$ cat config.mk
export PLATFORM = sky130hd
export DESIGN_NAME = nibble_serial_subtractor
export DESIGN_NICKNAME = d
export VERILOG_FILES = /design/src/rtl/nibble_serial_subtractor.sv
export SDC_FILE = /design/constraint.sdc
export NUM_CORES = 1
export LEC_CHECK = 0
export CAP_MARGIN = 5
export CORE_MARGIN = 2
export CORE_UTILIZATION = 54
export CTS_CLUSTER_SIZE = 25
export DETAILED_ROUTE_END_ITERATION = 10
export PLACE_DENSITY = 0.85
export SKIP_CTS_REPAIR_TIMING = 1
export SYNTH_ARGS = -nofsm -noshare
export SYNTH_HDL_FRONTEND = slang
export SYNTH_SLANG_ARGS = --single-unit
export TNS_END_PERCENT = 20
$ cat constraint.sdc
create_clock -name clk -period 4.4 [get_ports clk]
set_clock_uncertainty 0.05 [all_clocks]
set_input_delay 0.88 -clock clk [delete_from_list [all_inputs] [get_ports clk]]
set_output_delay 0.88 -clock clk [all_outputs]
set_load 0.005 [all_outputs]
$ cat src/rtl/nibble_serial_subtractor.sv
// Serial WIDTH-bit subtractor: one 4-bit ripple-borrow slice is reused over
// the operand nibbles, least-significant nibble first, with the borrow kept
// in a register between cycles. One operation in flight at a time.
module nibble_serial_subtractor #(
    parameter int unsigned NIBBLES = 4
) (
    input  logic                   clk,
    input  logic                   rst,
    input  logic                   start,
    input  logic [4*NIBBLES-1:0]   a,
    input  logic [4*NIBBLES-1:0]   b,
    input  logic                   bin,
    output logic                   busy,
    output logic                   done,
    output logic [4*NIBBLES-1:0]   diff,
    output logic                   bout
);

    localparam int unsigned WIDTH = 4 * NIBBLES;
    localparam int unsigned IDXW  = (NIBBLES > 1) ? $clog2(NIBBLES) : 1;
    localparam logic [IDXW-1:0] LAST_IDX = IDXW'(NIBBLES - 1);

    localparam logic [1:0] IDLE = 2'd0;
    localparam logic [1:0] RUN  = 2'd1;
    localparam logic [1:0] DONE = 2'd2;

    logic [1:0]       state_q, state_d;
    logic [WIDTH-1:0] a_q, a_d;
    logic [WIDTH-1:0] b_q, b_d;
    logic             borrow_q, borrow_d;
    logic [IDXW-1:0]  idx_q, idx_d;
    logic [WIDTH-1:0] diff_q, diff_d;
    logic             bout_q, bout_d;

    logic [3:0]       op_a;
    logic [3:0]       op_b;
    logic [3:0]       slice_diff;
    logic             slice_bout;

    // 4-bit ripple-borrow slice on the nibble currently selected by idx
    always_comb begin
        logic c;
        c          = borrow_q;
        slice_diff = '0;
        op_a       = a_q[{idx_q, 2'b00} +: 4];
        op_b       = b_q[{idx_q, 2'b00} +: 4];
        for (int i = 0; i < 4; i++) begin
            slice_diff[i] = op_a[i] ^ op_b[i] ^ c;
            c             = (~op_a[i] & (op_b[i] ^ c)) | (op_b[i] & c);
        end
        slice_bout = c;
    end

    // Next-state logic for the controller and the datapath registers
    always_comb begin
        state_d  = state_q;
        a_d      = a_q;
        b_d      = b_q;
        borrow_d = borrow_q;
        idx_d    = idx_q;
        diff_d   = diff_q;
        bout_d   = bout_q;
        case (state_q)
            IDLE: begin
                if (start) begin
                    a_d      = a;
                    b_d      = b;
                    borrow_d = bin;
                    diff_d   = '0;
                    bout_d   = 1'b0;
                    idx_d    = '0;
                    state_d  = RUN;
                end
            end
            RUN: begin
                diff_d[{idx_q, 2'b00} +: 4] = slice_diff;
                borrow_d = slice_bout;
                if (idx_q == LAST_IDX) begin
                    // Top nibble: publish the final borrow; idx wraps back to 0
                    bout_d  = slice_bout;
                    idx_d   = '0;
                    state_d = DONE;
                end else begin
                    idx_d = idx_q + 1'b1;
                end
            end
            DONE: begin
                // start is deliberately not looked at here
                state_d = IDLE;
            end
            default: begin
                state_d = IDLE;
            end
        endcase
    end

    // State registers; reset aborts any operation in flight
    always_ff @(posedge clk or posedge rst) begin
        if (rst) begin
            state_q  <= IDLE;
            a_q      <= '0;
            b_q      <= '0;
            borrow_q <= 1'b0;
            idx_q    <= '0;
            diff_q   <= '0;
            bout_q   <= 1'b0;
        end else begin
            state_q  <= state_d;
            a_q      <= a_d;
            b_q      <= b_d;
            borrow_q <= borrow_d;
            idx_q    <= idx_d;
            diff_q   <= diff_d;
            bout_q   <= bout_d;
        end
    end

    assign busy = (state_q != IDLE);
    assign done = (state_q == DONE);
    assign diff = diff_q;
    assign bout = bout_q;

endmodule

Word-level counts from Yosys, hierarchy flattened
Index checks and enable logic that the tools add are counted.
{"block": "classes", "shift": 4, "n_reduce_logical": 7, "mux": 14, "n_bitwise": 28, "add_sub_neg": 2, "eq_ne": 5}
{"cell": "$pmux W16 S2", "count": 1}
{"cell": "$shiftx A16 B5 Y4", "count": 2}
{"cell": "$bwmux W16", "count": 1}
{"cell": "$mux W16", "count": 1}
{"cell": "$shift A4 B6 Y16 const A", "count": 1}
{"cell": "$shiftx A4 B6 Y16", "count": 1}
{"cell": "$xor A1 B1 Y1", "count": 12}
{"cell": "$and A1 B1 Y1", "count": 8}
{"cell": "$mux W2", "count": 4}
{"cell": "$pmux W2 S2", "count": 2}
{"cell": "$neg A4 Y6", "count": 1}
{"cell": "$reduce_and A2 Y1", "count": 3}
{"cell": "$eq A2 B2 Y1 const B", "count": 2}
{"cell": "$ne A2 B2 Y1 const B", "count": 2}
{"cell": "$not A1 Y1", "count": 4}
{"cell": "$or A1 B1 Y1", "count": 4}
{"cell": "$pmux W1 S2", "count": 2}
{"cell": "$reduce_bool A2 Y1", "count": 2}
{"cell": "$mux W1", "count": 3}
{"cell": "$reduce_and A3 Y1", "count": 1}
{"cell": "$add A2 B1 Y2 const B", "count": 1}
{"cell": "$eq A2 B1 Y1 const B", "count": 1}
{"cell": "$logic_not A2 Y1", "count": 1}
{"block": "totals", "register_bits": 54, "input_bits": 36}

Depth between registers and ports, before layout
Gate-level depths: netlist of the first run.
{"block": "logic_depth", "depth_word": 15, "mapped_depth": 12, "depth_no_buf": 11}

Worst setup path before layout of the first run
No wires, ideal clock.
{"block": "synth_path", "kind": "register -> register", "from": "reg idx_q[0]", "to": "reg diff_q[11], in the netlist diff[11]", "setup_ns": 0.078, "t_arrival_ns": 2.830, "stages_incl_launch_ff": 11, "required_time_ns": 4.272, "setup_slack_ns": 1.442, "path_buffers": 1, "cell_sequence": "dfrtp_1 -> buf_4 -> mux4_2 -> inv_1 -> fa_1 -> inv_1 -> fa_1 -> fa_1 -> inv_1 -> fa_1 -> o2bb2ai_1"}
{"block": "synth_between", "elab_chain_len": 14}
{"item": "from (decl)", "line_no": "31", "text": "logic [IDXW-1:0] idx_q, idx_d;"}
{"item": "from (signal assigned)", "line_no": "112", "text": "idx_q <= idx_d;"}
{"item": "$shiftx A16 B5 Y4 (on tied branches)", "line_no": "46, 45"}
{"item": "$xor A1 B1 Y1 / $not A1 Y1 (equally long branches)", "line_no": "49", "text": "c = (~op_a[i] & (op_b[i] ^ c)) | (op_b[i] & c);"}
{"item": "$and A1 B1 Y1", "line_no": "49"}
{"item": "$or A1 B1 Y1", "line_no": "49"}
{"item": "$xor A1 B1 Y1", "line_no": "49"}
{"item": "$and A1 B1 Y1", "line_no": "49"}
{"item": "$or A1 B1 Y1", "line_no": "49"}
{"item": "$xor A1 B1 Y1", "line_no": "49"}
{"item": "$and A1 B1 Y1", "line_no": "49"}
{"item": "$or A1 B1 Y1", "line_no": "49"}
{"item": "$xor A1 B1 Y1", "line_no": "48", "text": "slice_diff[i] = op_a[i] ^ op_b[i] ^ c;"}
{"item": "$shiftx A4 B6 Y16", "line_no": "76", "text": "diff_d[{idx_q, 2'b00} +: 4] = slice_diff;"}
{"item": "$bwmux W16 (*)", "line_no": "76"}
{"item": "$pmux W16 S2 (*)", "line_no": "63", "text": "case (state_q)"}
{"item": "to (signal assigned)", "line_no": "113", "text": "diff_q <= diff_d;"}
{"item": "to (decl)", "line_no": "32", "text": "logic [WIDTH-1:0] diff_q, diff_d;"}
Mark *: on every way between the ends. The rest lies on a longest branch, timed or not.
A chain may end at the register's enable or synchronous reset.

Worst setup path after layout of the first run
{"block": "layout_path", "from": "reg idx_q[1]", "to": "reg diff_q[3], in the netlist diff[3]"}
The elaborated chain is that of the path after synthesis.

==> results.txt, run 1 <==
The via count of the first global-routing pass came out at about 1.7k. The signed area change from the synthesized netlist to the final layout came out at 26.8%. The run finished with clean final reports. The final number of setup-violating endpoints is 0.

The core region area came out at 4380 um^2. The post-synthesis cell type count is 34. Entering global routing, the biggest net connects 55 pins. The non-filler instance count after layout is between 200 and 300. The total half-perimeter wirelength after legalization and detailed placement came out at 3430 um. The critical path is of the reg2reg type. The share of the yosys chip area belonging to registers came out at a little over half. The number of max-cap violations is 0. The worst setup path is captured at a flip-flop. The clock insertion delay at the later pin of the skew report came out at approximately 0.30 ns. The routed via count came out at 1608. The number of diodes came out at 0. The critical path arrival came out at ~3.2 ns. The final design utilization is between 70% and 80%. The fill cell instance count of the final layout came out at 325.

The initial antenna violation count came out at 0. The required time of the critical path came out at 4.56 ns. Global routing finished with a remaining overflow of 0. The number of vias per cell is roughly 5.7. The tightest min-delay check is of the reg2reg type.

The number of I/O port buffers is 54. The overall die area came out at approximately 5200 um^2. For this run, the leading register cell type out of synthesis is sky130_fd_sc_hd__dfrtp_1. Clock tree synthesis selected as its root buffer the cell sky130_fd_sc_hd__clkbuf_8.

Summed over all layers, the routed wires come to 4810 um. The row count is 24. The max-slew violation count came to 0. The number of DRC violations after detailed-routing iteration 0 came out at between 100 and 150. Dividing the final minimum period by the clock period gives between 60% and 70%. The horizontal die dimension came out at ~72 um. The number of storage elements in the synthesis netlist is 54. After detailed routing, the average wire length per cell comes to 17.2 um.

From bottom edge to top edge, the die measures just over 70 um. The transition time at the pin with the least slew margin came out at about 1.1 ns. The fraction of final layout cells with drive strength greater than 1 is between 20 and 25%.

The final critical path time including I/O delays and setup came out at approximately 3 ns. The worst slew margin relative to its limit is ~28%. The maximum level of the CTS H-tree came out at 2. The clock passes through at most 2 buffers. The final setup TNS came out at 0 ns. In the layout the commonest cells are 54 x sky130_fd_sc_hd__dfrtp_1, 54 x sky130_fd_sc_hd__clkdlybuf4s50_1, 30 x sky130_fd_sc_hd__mux2_2, 12 x sky130_fd_sc_hd__inv_1, 9 x sky130_fd_sc_hd__a22o_1. The DRC violation count after routing came out at 0.

The net count of the finished layout came out at 271. The maximum fanout encountered on the critical timing path is 12. When the netlist entered floorplanning its net count stood at 216. The remaining antenna violation count came out at 0. The total CTS buffers came out at 5. The maximum frequency from static timing analysis came out at 327 MHz. Setup repair after global routing left no endpoint under its margin. The global-route wire length before repair is 8200 um. Timing analysis after detailed placement gives a worst setup slack of approximately 1.4 ns. The top-level I/O count is 55. Counting flops with an async set or reset pin after synthesis yields a share of 100%. The global-route total usage across every layer came out at a little over a fifth. The cell area power density is about 760 nW/um^2. TritonCTS built the clock tree. The placed cell count came out at approximately 270. The worst setup path is launched from a flip-flop. Summed over all cells, the static leakage comes to approximately 1.3 nW. The maximum VDD drop is roughly 0.5 mV.

The count of synthesis-stage warnings from yosys is 0. The number of clock sinks seen by CTS is 54. The initial standard-cell utilization of the core came out at 56.7%.

The number of synthesized flops with an enable pin came out at 0. The post-route cell area came out at ~3200 um^2. The smallest setup slack after layout came out at between 1 and 1.5 ns. The average size of a mapped cell came out at about 14 um^2.

The synthesized netlist cell count is ~170. Clock-pin slew was measured on the worst setup and hold paths at 0.09 ns. The number of hold violations in the final report came to 0. The first TritonRoute pass finished after 4 iterations. The global placement routability congestion is between 0.8 and 0.9. The cell area that synthesis handed to floorplanning was about 2500 um^2. The standard cell area after detailed placement is around 3000 um^2.
==> cells by family after synthesis <==
group	count (synthesis)	share of synthesized area (%)
and+or+nand+nor	23	5.63
AOI/OAI and AO/OA	27	8.90
adders and majority gates	8	5.23
DFF	54	54.3
muxes	40	21.7
buffers and inverters	20	4.18
==> flip-flops by register name, indices dropped and copies added, names as in the netlist <==
| name | count |
|---|---|
| bout | 1 |
| idx_q | 2 |
| diff | 16 |
| b_q | 16 |
| borrow_q | 1 |
| a_q | 16 |
| state_q | 2 |
==> per-layer routing <==
layer  GRT usage, %  vias up  routed length (um)
li1               -      734                   -
met1           27.9      806                2070
met2           33.7       56                2380
met3           5.20       12                 240
met4           8.18        0                 114
met5              0        -                   0
==> path summary, 6_finish.rpt <==
| check | end | from | slack [ns] | cells after the start |
|---|---|---|---|---|
| setup / recovery | diff[3] | idx_q[1] | 1.34 | 9 |
| hold / removal | bout | bout | 0.44 | 1 |
| setup reg to reg | diff[3] | idx_q[1] | 1.34 | 9 |
| hold reg to reg | bout | bout | 0.44 | 1 |
| max in group asynchronous | b_q[10] | rst | 2.54 | 2 |
| min in group asynchronous | a_q[11] | rst | 1.11 | 2 |
==> metrics by stage <==
stage	hold WS, ns	total power (W)
floorplan	0.402	0.00166
global placement	0.418	0.00201
detailed placement	0.414	0.00206
CTS	0.436	0.00239
global route	0.461	0.00255
finish	0.435	0.00238
==> cell type report <==
type                            instances  area, um^2  share of cell area, %
Tap cell                               52        65.1                   2.06
Timing Repair Buffer                   55         548                   17.4
Clock buffer                            5        68.8                   2.18
Sequential cell                        54        1350                   42.8
Inverter                               13        48.8                   1.55
Clock inverter                          3        40.0                   1.27
Multi-Input combinational cell         98        1030                   32.7
==> cells in the mapped netlist (2+ instances only) <==
library cell,n,area (um^2)
sky130_fd_sc_hd__fa_1,4,80.1
sky130_fd_sc_hd__nor4_1,2,12.5
sky130_fd_sc_hd__a22o_1,9,78.8
sky130_fd_sc_hd__dfrtp_1,54,1350
sky130_fd_sc_hd__inv_1,13,48.8
sky130_fd_sc_hd__a21o_1,5,37.5
sky130_fd_sc_hd__ha_1,4,50.1
sky130_fd_sc_hd__o2bb2ai_1,8,70.1
sky130_fd_sc_hd__or4_1,2,15.0
sky130_fd_sc_hd__mux2_2,30,338
sky130_fd_sc_hd__mux2_1,2,22.5
sky130_fd_sc_hd__nand2_1,6,22.5
sky130_fd_sc_hd__mux4_2,8,180
sky130_fd_sc_hd__buf_2,2,10.0
sky130_fd_sc_hd__nand2b_1,2,12.5
sky130_fd_sc_hd__buf_6,3,33.8
==> power breakdown <==
| part | switching [W] | total (W) | internal [W] | leakage, nW |
|---|---|---|---|---|
| sequential | 0.000165 | 0.000879 | 0.000713 | 0.672 |
| combinational | 0.000554 | 0.00118 | 0.000626 | 0.620 |
| clock | 0.000157 | 0.000324 | 0.000168 | 0.0579 |
==> critical path, cell delays in order (launching register included) <==
cell and delay (ns):
sky130_fd_sc_hd__dfrtp_1 0.67, sky130_fd_sc_hd__mux4_2 0.38, sky130_fd_sc_hd__inv_1 0.09, sky130_fd_sc_hd__fa_1 0.16, sky130_fd_sc_hd__inv_1 0.05, sky130_fd_sc_hd__fa_1 0.38, sky130_fd_sc_hd__fa_1 0.37, sky130_fd_sc_hd__inv_1 0.07
sky130_fd_sc_hd__fa_1 0.50, sky130_fd_sc_hd__o2bb2ai_1 0.23
Power figures use the tool's default switching activity.
==> run 2, diff against run 1 <==
- CORE_UTILIZATION: 54 -> 45
- PLACE_DENSITY: 0.85 -> 0.75
- clock period: 4.4 -> 2.6 ns (I/O delays scaled with it)
==> results.txt, run 2 (synthesis results as in run 1) <==
The max-slew violation count came out at 0 (unchanged). The DRC violation count after routing came out at 0 (unchanged). The fraction of met1 tracks used by global routing came out at 23.8% (-4.1 points). The height of the die came out at 78.3 um (+9.0%). The number of vias per cell is 5.19 (-9.7%).

The slowest stage cell on the critical path is sky130_fd_sc_hd__mux4_2. The met3 usage came out at 3.56% (-1.6 points). The number of max-cap violations is 0 (unchanged).

The fill cell instance count of the final layout came to 458 (+41%). The layer flagged by global routing as most heavily used is met2. The start-to-end type of the worst setup path is reg2reg. The core region area is 5410 um^2 (+23%). The first-pass iteration count of the detailed router is 4 (unchanged). The clock-pin slew on the worst setup and hold paths came out at 0.09 ns (about the same). The library cell used most frequently in the layout, excluding fill and tap cells, is sky130_fd_sc_hd__clkdlybuf4s50_1. The worst slew margin relative to its limit was 58.6% (+30 points).

The maximum level of the CTS H-tree was 2 (unchanged). The transition time at the pin with the least slew margin came out at 0.620 ns (-0.457 ns). The smallest setup slack after layout is -0.114 ns (-1.46 ns). The category of cells accounting for the largest share of critical-path delay is adder cells. The required time of the critical path came out at 2.78 ns (-1.78 ns). The worst setup path is captured at a flip-flop. In the layout the commonest cells are 54 x sky130_fd_sc_hd__clkdlybuf4s50_1, 53 x sky130_fd_sc_hd__dfrtp_1, 30 x sky130_fd_sc_hd__mux2_2. The overflow left after global routing came to 0 (unchanged). The flow ran to the end, but the final reports show violations. The number of hold violations in the final report came to 0 (unchanged).

Relative to the synthesized area, the layout overhead comes to 32.0%. The cell area power density is 1280 nW/um^2 (+70%). TritonCTS built the clock tree. The area taken by flip-flops and latches came out at 1350 um^2 (about the same).

The critical path's largest stage delay came out at 0.52 ns (-0.15 ns). The number of DRC violations after detailed-routing iteration 0 was 74 (-42%). The final reports fail on negative setup slack. The placed cell count is 300 (+10%). Setup repair after global routing could not meet its margin everywhere.

The maximum fanout encountered on the critical timing path was 4 (-8). In this run the worst hold path is classified as reg2reg. The signal on the critical path passes through mux4_2 -> inv_2 -> fa_2 -> inv_2 -> fa_2 -> fa_2 -> inv_2 -> fa_2 -> o2bb2ai_1.

The total chip power came out at 0.00422 W (+77%). The standard cell area after detailed placement came out at 3150 um^2 (+3.5%). The post-route cell area is 3280 um^2 (+4.1%). The global-route total usage across every layer was 17.7% (-3.4 points). The total buffers and inverters traversed by the critical path is 3 (unchanged). The overall die area was 6140 um^2 (+19%). The setup slack on the worst flop-to-flop path is -0.11 ns (-1.46 ns). The remaining antenna violation count came out at 0 (unchanged).

The routed via count came out at 1603 (-0.31%). The row count is 27 (+13%). The final number of setup-violating endpoints is 4 (+4).

The number of I/O port buffers is 54 (unchanged). The global placement routability congestion was 0.812 (-0.61%). The horizontal die dimension came to 78.3 um (+9.0%).

The number of clock sinks seen by CTS came out at 54 (unchanged). The routed wirelength normalized by instance count came to 15.9 um (-7.6%). The non-filler instance count after layout is 309 (+10%).

The critical path arrival came to 2.90 ns (-0.32 ns). The clock insertion delay at the later pin of the skew report is 0.31 ns (about the same). The post-detailed-routing wire length is 4900 um (+1.9%). The hold slack is 0.449 ns (+0.0141 ns). The net count of the finished layout came to 280 (+3.3%). The maximum clock insertion buffer count is 2 (unchanged).

The maximum frequency from static timing analysis is 368 MHz (+13%). The total half-perimeter wirelength after legalization and detailed placement came out at 3670 um (+6.8%). The final critical path time including I/O delays and setup is 2.71 ns (-0.344 ns).

The largest net degree at the start of global routing is 33 (-40%). The initial antenna violation count is 0 (unchanged). Counting stages on the worst path, the most repeated cell is sky130_fd_sc_hd__fa_2. The standby leakage power came out at 1.39 nW (+2.8%). The total CTS buffers was 5 (unchanged). The global-route wire length before repair came out at 8400 um (+2.4%). The area of the multi-input gates is 1050 um^2 (+2.2%). In this run the clock root is driven by a sky130_fd_sc_hd__clkbuf_8. The worst setup path is launched from a flip-flop.

The maximum VDD drop came out at 0.766 mV (+54%). The fraction of final layout cells with drive strength greater than 1 is 29.1% (+6.7 points). The initial standard-cell utilization of the core came to 46.0% (-11 points). The final setup TNS was -0.426 ns (-0.426 ns). The number of diodes is 0 (unchanged). The met2 track demand over resource is 29.2% (-4.5 points).

The via count of the first global-routing pass came out at 1748 (+4.5%). The final period utilization came out at 104% (+35 points). The top-level I/O count is 55 (unchanged).
## run 2: metal layers
layer,vias to the layer above,wire length [um]
met5,-,0
met1,788,2190
met2,46,2450
li1,760,-
met3,9,195
met4,0,67
## run 2: worst paths after layout
check	end	cells after the start	startpoint
max	diff[15]	9	idx_q[0]
min	diff[15]	1	diff[15]
max reg2reg	diff[15]	9	idx_q[0]
min reg2reg	diff[15]	1	diff[15]
max in group asynchronous	b_q[3]	3	rst
min in group asynchronous	a_q[11]	2	rst
## run 2: per-stage QoR
| stage | util (%) | worst slack [ns] |
|---|---|---|
| final | 60.8 | -0.114 |
| after global routing | 60.8 | -0.185 |
| after floorplan | - | -0.222 |
| after global placement | 58.3 | -0.0848 |
| after detailed placement | 58.3 | -0.133 |
| after CTS | 60.3 | -0.152 |
## run 2: power breakdown
part | internal (W) | switching [W]
Combinational | 0.00119 | 0.00101
Clock | 0.000288 | 0.000283
Sequential | 0.00121 | 0.000239
Total | 0.00269 | 0.00153
## run 2: final cells by class
cell class / count / area share [%]
multi-input cells: 98 / 32.1
inverters: 13 / 1.49
flip-flops and latches: 54 / 41.2
clock inverters: 2 / 1.14
clock buffers: 6 / 2.21
repair buffers: 64 / 19.1
well taps: 72 / 2.74
==> run 3, diff against run 2 <==
- PLACE_DENSITY: 0.75 -> 0.73
==> results.txt, run 3 (synthesis results as in run 1) <==
The area taken by flip-flops and latches is 1350 um^2 (unchanged). The top-level I/O count is 55 (unchanged). The smallest setup slack after layout was -0.0902 ns (+0.0240 ns). The number of DRC violations after detailed-routing iteration 0 came out at 68 (-8.1%). In this run the worst hold path is classified as in2async. The critical path's largest stage delay is 0.51 ns (about the same). The post-route cell area was 3270 um^2 (-0.57%).

The signed area change from the synthesized netlist to the final layout is 31.3%. The critical path's most frequent cell is sky130_fd_sc_hd__fa_2. The required time of the critical path is 2.79 ns (about the same). The row count is 27 (unchanged). The overall die area is 6140 um^2 (unchanged). The hold slack was 0.401 ns (-0.0480 ns). The flow ran to the end, but the final reports show violations.

The maximum clock insertion buffer count is 2 (unchanged). The most common library cell in the layout ignoring fill and taps is sky130_fd_sc_hd__clkdlybuf4s50_1. The number of max-cap violations came to 0 (unchanged). The maximum frequency from static timing analysis came out at 372 MHz (+0.89%). The maximum fanout encountered on the critical timing path is 4 (unchanged).

The maximum VDD drop is 0.688 mV (-10%). The number of diodes was 0 (unchanged). The total half-perimeter wirelength after legalization and detailed placement is 3650 um (-0.36%). The clock insertion delay at the later pin of the skew report came out at 0.31 ns (about the same).

The cell area power density is 1260 nW/um^2 (-1.6%). STA classifies the critical path startpoint as a flip-flop. The standard cell area after detailed placement came out at 3140 um^2 (-0.40%). The via count of the first global-routing pass came out at 1574 (-10%).

The slowest stage of the critical path is the sky130_fd_sc_hd__mux4_2 cell. The area of the multi-input gates came out at 1070 um^2 (+1.2%). The largest net degree at the start of global routing is 31 (-6.1%). The number of clock sinks seen by CTS is 54 (unchanged).

The final reports fail on negative setup slack. The final number of setup-violating endpoints is 4 (unchanged). Setup repair after global routing could not meet its margin everywhere. The clock-pin slew on the worst setup and hold paths came out at 0.09 ns (about the same). The worst slew margin relative to its limit is 73.5% (+15 points). The DRC violation count after routing is 0 (unchanged). The global-route total usage across every layer is 16.9% (-0.71 points). The non-filler instance count after layout is 309 (unchanged).

The horizontal die dimension is 78.3 um (unchanged). The global placement routability congestion is 0.789 (-2.7%). The standby leakage power came out at 1.38 nW (-0.26%).

The total CTS buffers came to 5 (unchanged). The routed wirelength normalized by instance count is 15.4 um (-3.0%). The fill cell instance count of the final layout is 434 (-5.2%). The setup slack on the worst flop-to-flop path came out at -0.09 ns (+0.02 ns). The final period utilization came out at 103% (-0.92 points). The overflow left after global routing came out at 0 (unchanged). The final critical path time including I/O delays and setup came to 2.69 ns (-0.0240 ns). The transition time at the pin with the least slew margin is 0.393 ns (-0.227 ns).

TritonCTS built the clock tree. The remaining antenna violation count is 0 (unchanged). The initial standard-cell utilization of the core was 46.0% (unchanged). The number of hold violations in the final report came to 0 (unchanged). STA classifies the critical path endpoint as a flip-flop. The net count of the finished layout was 280 (unchanged). The max-slew violation count was 0 (unchanged). The critical path arrival is 2.88 ns (-0.02 ns). The height of the die is 78.3 um (unchanged). The fraction of final layout cells with drive strength greater than 1 came out at 30.0% (+0.84 points).

The initial antenna violation count is 0 (unchanged). The worst slack after detailed placement is -0.101 ns (+0.0318 ns). The critical path goes through mux4_2 -> inv_2 -> fa_2 -> inv_2 -> fa_2 -> fa_2 -> inv_2 -> fa_2 -> o2bb2ai_2. Leaving out fill and tap cells, the most frequent cells in the layout are 54 x sky130_fd_sc_hd__clkdlybuf4s50_1, 53 x sky130_fd_sc_hd__dfrtp_1, 30 x sky130_fd_sc_hd__mux2_2, 10 x sky130_fd_sc_hd__buf_4. The first-pass iteration count of the detailed router came out at 4 (unchanged). The critical path is of the reg2reg type. The global-route wire length before repair was 7870 um (-6.4%). The maximum level of the CTS H-tree came out at 2 (unchanged). The number of vias per cell was 5.26 (+1.3%). The routed via count came out at 1624 (+1.3%).

The number of I/O port buffers came out at 54 (unchanged). The post-detailed-routing wire length came to 4750 um (-3.0%). The core region area came out at 5410 um^2 (unchanged). The placed cell count came to 300 (unchanged). CTS placed an instance of sky130_fd_sc_hd__clkbuf_8 at the clock tree root.
-- run 3: report_power, final --
group,internal (W),switching (W)
Sequential,0.00121,0.000229
Clock,0.000215,0.000265
Combinational,0.00118,0.00102
-- run 3: final cells by class --
type	count	share of cell area, %
timing repair buffer	64	18.9
multi-input combinational	98	32.7
tap	72	2.76
sequential	54	41.4
clock inverter	1	0.153
clock buffer	7	2.64
inverter	13	1.49
-- run 3: path summary, 6_finish.rpt --
path	startpoint	end	depth (start not counted)
worst max-delay path	idx_q[0]	diff[3]	9
worst min-delay path	rst	idx_q[0]	2
worst max register to register	idx_q[0]	diff[3]	9
worst min register to register	diff[4]	diff[4]	1
max in group asynchronous	rst	idx_q[1]	3
min in group clk	diff[4]	diff[4]	1
-- run 3: metal layers --
layer / track usage (%) / vias to the layer above / wire length [um] / part of all wire [%]
met3: 4.02 / 8 / 217 / 4.6
li1: - / 761 / - / -
met5: 0 / - / 0 / 0
met1: 23.9 / 810 / 2200 / 46
met2: 26.2 / 45 / 2260 / 48
met4: 5.26 / 0 / 73 / 1.5
-- run 3: worst max-delay path, delay by kind of cell, from the launching register on --
kind / cells / cell delay, ns
fa+ha+maj: 4 / 1.35
flops: 1 / 0.41
mux: 1 / 0.51
compound gates: 1 / 0.13
buf+inv: 3 / 0.17
-- run 3: metrics by stage --
step | setup TNS (ns) | total power [W] | utilization [%]
floorplan | -1.21 | 0.00287 | -
detailed placement | -0.511 | 0.00358 | 58.1
global placement | -0.285 | 0.00354 | 58.1
CTS | -0.597 | 0.00406 | 59.8
finish | -0.343 | 0.00413 | 60.4
global route | -0.711 | 0.00441 | 60.4
